`src/rtl/pipe_ctrl_pkg.sv`:
```
// Shared CPU pipeline definitions: controller state encodings, scoreboard
// depth default and architectural register count.
package pipe_ctrl_pkg;
  localparam int NUM_REGS     = 16;
  localparam int SB_DEPTH_DEF = 3;

  typedef enum logic [1:0] {
    ST_RUN   = 2'd0,
    ST_FLUSH = 2'd1,
    ST_HALT  = 2'd2,
    ST_RSVD  = 2'd3
  } state_e;

  // Counter width able to hold the value 'depth'.
  function automatic int sb_cnt_w(input int depth);
    return $clog2(depth + 1);
  endfunction
endpackage

```
`src/rtl/sb_cnt.sv`:
```
// One scoreboard slot: loads DEPTH on issue, otherwise counts down to zero.
module sb_cnt #(
  parameter int DEPTH = 3,
  parameter int W     = 2
) (
  input  logic i_clk,
  input  logic i_rst_n,
  input  logic i_load,
  output logic o_busy
);
  logic [W-1:0] r_cnt;

  // A load in the same cycle as a decrement takes priority.
  always_ff @(posedge i_clk) begin
    if (!i_rst_n)             r_cnt <= '0;
    else if (i_load)          r_cnt <= W'(DEPTH);
    else if (r_cnt != '0)     r_cnt <= r_cnt - 1'b1;
  end

  assign o_busy = (r_cnt != '0);
endmodule

```
`src/rtl/pipe_ctrl.sv`:
```
// Pipeline controller: RAW scoreboard over R0..R15 plus RUN/FLUSH/HALT FSM
// steering fetch enable, decode capture and decode-to-execute forwarding.
module pipe_ctrl
  import pipe_ctrl_pkg::*;
#(
  parameter int SB_DEPTH = SB_DEPTH_DEF
) (
  input  logic       CLK,
  input  logic       RST_N,
  input  logic       WILLWRITE,
  input  logic [3:0] STARTREG,
  input  logic       READREG,
  input  logic [3:0] READREG1,
  input  logic [3:0] READREG2,
  input  logic       READ2V,
  input  logic       BRTAKEN,
  input  logic       HALTREQ,
  input  logic       RESUME,
  output logic       PCEN,
  output logic       STAGE2IN,
  output logic       STAGE2OUT,
  output logic       STALL,
  output logic [1:0] STATE
);
  localparam int CW = sb_cnt_w(SB_DEPTH);

  state_e              r_state;
  logic [NUM_REGS-1:0] w_busy;
  logic [NUM_REGS-1:0] w_load;
  logic                w_hazard;
  logic                w_issue;

  for (genvar g = 0; g < NUM_REGS; g++) begin : g_sb
    assign w_load[g] = w_issue && (STARTREG == 4'(g));
    sb_cnt #(.DEPTH(SB_DEPTH), .W(CW)) u_cnt (
      .i_clk   (CLK),
      .i_rst_n (RST_N),
      .i_load  (w_load[g]),
      .o_busy  (w_busy[g])
    );
  end

  assign w_hazard = READREG & (w_busy[READREG1] | (READ2V & w_busy[READREG2]));
  assign w_issue  = STAGE2OUT & WILLWRITE;

  // Outputs are forced quiet while reset is held so nothing issues.
  always_comb begin
    PCEN      = 1'b0;
    STAGE2IN  = 1'b0;
    STAGE2OUT = 1'b0;
    if (RST_N) begin
      case (r_state)
        ST_RUN: begin
          PCEN      = !w_hazard;
          STAGE2IN  = 1'b1;
          STAGE2OUT = !w_hazard & !BRTAKEN;
        end
        ST_FLUSH: PCEN = 1'b1;
        default: ;
      endcase
    end
  end

  assign STALL = RST_N & w_hazard & (r_state == ST_RUN);
  assign STATE = RST_N ? r_state : ST_RUN;

  always_ff @(posedge CLK) begin
    if (!RST_N) begin
      r_state <= ST_RUN;
    end else begin
      case (r_state)
        ST_RUN: begin
          if (BRTAKEN)      r_state <= ST_FLUSH;
          else if (HALTREQ) r_state <= ST_HALT;
        end
        ST_FLUSH: r_state <= ST_RUN;
        ST_HALT:  if (RESUME) r_state <= ST_RUN;
        default:  r_state <= ST_RUN;
      endcase
    end
  end
endmodule

```
`config.mk`:
```
export PLATFORM = sky130hd
export DESIGN_NAME = pipe_ctrl
export DESIGN_NICKNAME = d
export VERILOG_FILES = /design/src/rtl/pipe_ctrl_pkg.sv /design/src/rtl/sb_cnt.sv /design/src/rtl/pipe_ctrl.sv
export SDC_FILE = /design/constraint.sdc
export NUM_CORES = 1
export LEC_CHECK = 0
export CORE_ASPECT_RATIO = 1.25
export CORE_MARGIN = 8
export CORE_UTILIZATION = 45
export CTS_BUF_LIST = sky130_fd_sc_hd__clkbuf_4 sky130_fd_sc_hd__clkbuf_8
export CTS_CLUSTER_DIAMETER = 100
export DETAILED_ROUTE_END_ITERATION = 12
export PLACE_DENSITY = 0.66
export SLEW_MARGIN = 20
export SYNTH_ARGS = -nofsm -noshare
export SYNTH_HDL_FRONTEND = slang
export SYNTH_SLANG_ARGS = --single-unit
```
`constraint.sdc`:
```
create_clock -name CLK -period 3.1 [get_ports CLK]
set_input_delay 0.31 -clock CLK [delete_from_list [all_inputs] [get_ports CLK]]
set_output_delay 0.31 -clock CLK [all_outputs]
set_load 0.05 [all_outputs]
```
; ---- Yosys cells after proc, flatten, opt, wreduce, memory -nomap -nowiden
; Index checks and enable logic that the tools add are counted.
[classes]
n_addsub = 16
n_lt_le_gt_ge = 2
eq_ne = 19
muxes = 47
bitwise_logic = 7
reduce_logical = 53
[ops]
columns = op, n
row1 = two-way mux 2 bit, 36
row2 = nonzero test 2 bit, 32
row3 = "equality test 4 bit, second input constant", 8
row4 = "subtractor 2 x 1 -> 2 bit, second input constant", 16
row5 = "equality test 4 x 3 -> 1 bit, second input constant", 4
row6 = logical AND 1 bit, 16
row7 = "less-than comparator 4 x 5 -> 1 bit, second input constant", 2
row8 = binary-select mux 1 bit (select 4 bit), 2
row9 = "equality test 4 x 2 -> 1 bit, second input constant", 2
row10 = two-way mux 1 bit, 7
row11 = AND 1 bit, 6
row12 = "equality test 4 x 1 -> 1 bit, second input constant", 1
row13 = logical NOT 4 bit, 1
row14 = case mux 2 bit (2 select lines), 1
row15 = "!= test 3 bit, second input constant", 1
row16 = "equality test 2 x 1 -> 1 bit, second input constant", 1
row17 = "equality test 2 bit, second input constant", 1
row18 = logical NOT 1 bit, 2
row19 = logical NOT 2 bit, 1
row20 = "!= test 2 bit, second input constant", 1
row21 = case mux 1 bit (2 select lines), 1
row22 = AND reduction 2 bit, 1
row23 = OR 1 bit, 1
[totals]
regBits = 34
word_cells = 161

; ---- Longest topological paths before layout
[logic_depth]
depth_word = 13
depth_mapped = 8
mapped_depth_nobuf = 7

; ---- Modules after synthesis
; A second synthesis with hierarchy kept.
[hier_totals]
cells_unflattened = 228
hier_area_um2 = 2130.8
[modules_own_cells]
columns = mod, n_inst, cells_per_inst, area_per_inst_um2, seq_area_each_um2
row1 = sb_cnt, 16, 10, 97.6, 40.0
row2 = pipe_ctrl, 1, 68, 569.3, 40.0

; ---- Least setup slack after synthesis
; OpenSTA, ideal clock, no wires.
[synth_path]
kind = reg2out
start = reg g_sb[13].u_cnt.r_cnt[0]
end = out STAGE2OUT
arrival_ps = 2598
setup_slack_ps = 192
path_stages_with_launch = 9
path_buffers = 1
path_cell_list = dfxtp_1 > inv_1 > ha_1 > mux4_2 > mux2i_1 > a311oi_2 > o31ai_4 > buf_6 > nor3_1
[synth_between]
elab_chain_cells = 10
[synth_lines]
columns = item, line
row1 = start: declaration, sb_cnt.sv:11  ; logic [W-1:0] r_cnt;
row2 = start signal: assignment, sb_cnt.sv:16  ; else if (i_load) r_cnt <= W'(DEPTH);
row3 = start signal: assignment, sb_cnt.sv:17  ; else if (r_cnt != '0) r_cnt <= r_cnt - 1'b1;
row4 = nonzero test 2 bit (*), sb_cnt.sv:20  ; assign o_busy = (r_cnt != '0);
row5 = binary-select mux 1 bit (select 4 bit), pipe_ctrl.sv:43  ; assign w_hazard = READREG & (w_busy[READREG1] | (READ2V & w_busy[READREG2]));
row6 = two-way mux 1 bit (not written as such), pipe_ctrl.sv:43
row7 = AND 1 bit, pipe_ctrl.sv:43
row8 = OR 1 bit (*), pipe_ctrl.sv:43
row9 = AND 1 bit (*), pipe_ctrl.sv:43
row10 = logical NOT 1 bit (*), pipe_ctrl.sv:56  ; STAGE2OUT = !w_hazard & !BRTAKEN;
row11 = AND 1 bit (*), pipe_ctrl.sv:56
row12 = two-way mux 1 bit (*), pipe_ctrl.sv:52  ; case (r_state)
row13 = two-way mux 1 bit (*), pipe_ctrl.sv:51  ; if (RST_N) begin
row14 = end: declaration, pipe_ctrl.sv:21  ; output logic STAGE2OUT,
; Every way passes the cells marked *; elsewhere a longest branch is shown, timed or not. The select of a mux whose other input is x is not followed.

; ---- Worst setup path after layout
[layout_path]
start = in READREG2[0]
end = out STALL
[layout_between]
elab_chain_cells = 7
[layout_lines]
columns = item, line
row1 = start: declaration, pipe_ctrl.sv:14  ; input logic [3:0] READREG2,
row2 = binary-select mux 1 bit (select 4 bit), pipe_ctrl.sv:43
row3 = two-way mux 1 bit (not written as such), pipe_ctrl.sv:43
row4 = AND 1 bit, pipe_ctrl.sv:43
row5 = OR 1 bit, pipe_ctrl.sv:43
row6 = AND 1 bit, pipe_ctrl.sv:43
row7 = AND 1 bit (2 in series), pipe_ctrl.sv:64  ; assign STALL = RST_N & w_hazard & (r_state == ST_RUN);
row8 = end: declaration, pipe_ctrl.sv:22  ; output logic STALL,
; No other way between the ends. The select of a mux whose other input is x is not followed.

==> impl_metrics.sql <==
INSERT INTO impl_metrics (metric_group, metric, value, unit) VALUES
('critical_path', 'critical_path.endpoint_type', 'primary output', ''),
('hold_path', 'holdPathStages', '2', ''),
('final_layout', 'finalCoreUtilization', '54.8', '%'),
('sta', 'worst_clock_skew', '11.7', 'ps'),
('critical_path', 'worst_r2r_endpoint', 'g_sb[13].u_cnt.r_cnt[1]$_SDFFE_PN0P_', ''),
('final_layout', 'num_antenna_cells', '0', ''),
('sta', 'finalWorstPathRequiredPeriod', '2830', 'ps'),
('die', 'core_area', '4730', 'µm²'),
('die', 'top_level_ports', '26', ''),
('clocking', 'cts-buffers-inserted', '5', ''),
('final_layout', 'post_route_cells_drive_above_1_share', '11.2', '%'),
('sta', 'rsz_0062_raised_after_global_routing', 'no', ''),
('power_and_ir_drop', 'max_vdd_drop', '0.000322', 'V'),
('die', 'die_area', '7410', 'µm²'),
('sta', 'setup-violations-final', '0', ''),
('critical_path', 'timing.rr.start', 'g_sb[3].u_cnt.r_cnt[0]$_SDFFE_PN0P_', ''),
('drt', 'drc_errors', '0', ''),
('grt', 'grt_first_pass_wirelength', '7820', 'µm'),
('power_and_ir_drop', 'power.switching', '0.759', 'mW'),
('status', 'outcome', 'complete, no violations', ''),
('hold_path', 'hold_path_startpoint', 'r_state[0]$_SDFFE_PN0P_', ''),
('die', 'initial_utilization', '46.6', '%'),
('clocking', 'tritoncts', 'done', ''),
('sta', 'tightestPinTransition', '421', 'ps'),
('critical_path', 'crit_fanout', '7', ''),
('clocking', 'worstSkewPairLatency', '290', 'ps'),
('final_layout', 'num-fill-cells', '482', ''),
('hold_path', 'worstHoldEndpoint', 'r_state[1]$_SDFFE_PN0P_', ''),
('drt', 'via_per_inst', '5.02', ''),
('sta', 'timing.setup.tns', '0', 'ps'),
('synth', 'synth_seq_cells', '34', ''),
('grt', 'antenna_violations_before_repair', '0', ''),
('clocking', 'cts.hold.buffers_added', '0', ''),
('hold_path', 'worstHoldPathType', 'register to register', ''),
('sta', 'fin_ws', '274', 'ps'),
('synth', 'syn-mean-instance-area', '8.19', 'µm²'),
('clocking', 'post_cts.resized_instances', '0', ''),
('drt', 'post_drt_wl_per_cell', '12.2', 'µm'),
('critical_path', 'timing.reg2reg.worst_path_depth', '8', ''),
('clocking', 'cts_setup_buffers', '0', ''),
('die', 'rows', '28', ''),
('placed_design', 'place.gp.congestion', '0.793', ''),
('final_layout', 'nNetsFinal', '330', ''),
('final_layout', 'final_cell_mix', 'nand2_1, o21ai_0, inv_1, dfxtp_1, clkdlybuf4s50_1', ''),
('critical_path', 'cp.arrival', '2520', 'ps'),
('die', 'die_y', '94.2', 'µm'),
('power_and_ir_drop', 'total_leakage_power', '1.01', 'nW'),
('clocking', 'clock_tree.buffer_depth', '2', ''),
('final_layout', 'most_common_cell_after_layout_fill_and_taps_aside', 'nand2_1', ''),
('clocking', 'count_of_h_tree_levels_built_during_cts', '2', ''),
('drt', 'dr_total_vias', '1783', ''),
('sta', 'slew-limit-headroom', '71.9', '%'),
('sta', 'hold_viol_final', '0', ''),
('power_and_ir_drop', 'power_frac_clock', '17.3', '%'),
('grt', 'first_global_vias', '1768', ''),
('power_and_ir_drop', 'p_int', '1.24', 'mW'),
('placed_design', 'dp.final_hpwl', '3330', 'µm'),
('drt', 'ant_nets', '0', ''),
('synth', 'count_of_mapped_cells_out_of_synthesis', '269', ''),
('synth', 'syn-num-nets', '305', ''),
('power_and_ir_drop', 'sequentialPowerShare', '32.3', '%'),
('grt', 'grt-ovfl-total', '0', ''),
('final_layout', 'area_delta_synth_final', '17.6', '%'),
('sta', 'maxClockFrequency', '354', 'MHz'),
('drt', 'drt_first_pass_iters', '3', ''),
('power_and_ir_drop', 'switching_share', '37.9', '%'),
('die', 'die_width', '78.6', 'µm'),
('drt', 'detail_route.iter0.violations', '89', ''),
('synth', 'post_synth_design_cell_area', '2200', 'µm²'),
('sta', 'post_route_fraction_of_the_period_consumed_by_the_critical_path', '91.2', '%'),
('flow_run', 'max_cap_violations', '0', '');
[cell usage after synthesis]
cell type	n	area, µm²
nor3_1	1	5.00
or3b_1	1	8.76
and4b_1	1	10.0
mux2i_1	5	50.1
clkbuf_1	5	18.8
nor2b_1	2	12.5
o21ai_2	10	87.6
and2b_1	1	7.51
buf_2	1	5.00
a2111oi_0	1	8.76
dfxtp_1	34	681
mux4_2	4	90.1
buf_6	3	33.8
xnor2_1	16	140
nor2_1	5	18.8
a311oi_2	1	15.0
mux4_1	2	52.6
o21ai_1	3	15.0
nand4_1	2	12.5
nand3_1	3	15.0
a21oi_1	1	5.00
inv_1	35	131
nor4bb_1	1	10.0
nand2_1	53	199
and3_1	2	12.5
o21ai_0	36	180
and2_1	4	25.0
or4_1	3	22.5
or3_1	9	56.3
o31ai_4	1	21.3
ha_1	16	200
or4_4	1	11.3
nor4b_1	1	8.76
nand2b_1	4	25.0
a22oi_1	1	7.51
[flip-flops by register name, indices dropped and copies added (netlist names)]
register,cells
g_sb.u_cnt.r_cnt,32
r_state,2
[critical path: stages]
cell and delay (ps):
clkdlybuf4s50_1 590, mux4_1 570, mux2i_1 140, nor2_1 80, o31ai_4 430, and2_1 240
buf_12 140
[kinds of logic (layout without fill, tap and decap cells)]
group                    count (synthesis)  after routing  share of synthesized area, %
XOR/XNOR                                16             16                          6.36
AO/OA/AOI/OAI                           54             54                          15.4
buffers and inverters                   44             70                          8.57
AND/OR/NAND/NOR                         94             94                          20.9
flip-flops                              34             34                          30.9
adder cells (fa/ha/maj)                 16             16                          9.09
multiplexers                            11             11                          8.75
[stage by stage]
stage	std cells	hold WS, ps	area (µm²)
final	355	530	2590
after global placement	347	516	2500
after global routing	355	582	2590
after CTS	355	535	2590
after floorplan	269	432	2200
after detailed placement	347	524	2500
[area by class of cell]
type | count | area [µm²] | share of cell area (%)
clock buffer | 7 | 90.1 | 3.48
clock inverter | 1 | 5.00 | 0.193
inverter | 35 | 131 | 5.07
multi-input combinational | 191 | 1330 | 51.5
sequential | 34 | 681 | 26.3
tap | 60 | 75.1 | 2.90
timing repair buffer | 27 | 275 | 10.6
[worst max-delay path by stage]
stage                                                    start                                   end  slack, ps  cells after the start
after floorplan           g_sb[13].u_cnt.r_cnt[0]$_SDFFE_PN0P_                             STAGE2OUT        190                      8
after CTS                  g_sb[3].u_cnt.r_cnt[0]$_SDFFE_PN0P_                                 STALL        240                      8
after global placement                             READREG2[0]                                 STALL        280                      7
after global routing       g_sb[8].u_cnt.r_cnt[0]$_SDFFE_PN0P_                                 STALL        100                      8
final                                              READREG2[0]                                 STALL        270                      7
after detailed placement                           READREG2[0]  g_sb[13].u_cnt.r_cnt[1]$_SDFFE_PN0P_        240                      7
[power groups by stage]
stage,clock network (mW),registers [mW],logic (mW)
6_report,0.346,0.646,1.01
3_3_place_gp,0,0.652,1.00
2_1_floorplan,0,0.645,0.825
3_5_place_dp,0,0.657,1.01
4_1_cts,0.354,0.647,1.02
5_1_grt,0.375,0.664,1.17
[routing by layer]
layer	GRT usage [%]	wire length, µm
met5	0	0
met4	7.28	173
met3	3.74	165
met2	20.9	1940
met1	15.6	2070
No activity file was read; power rests on OpenSTA's default activity.
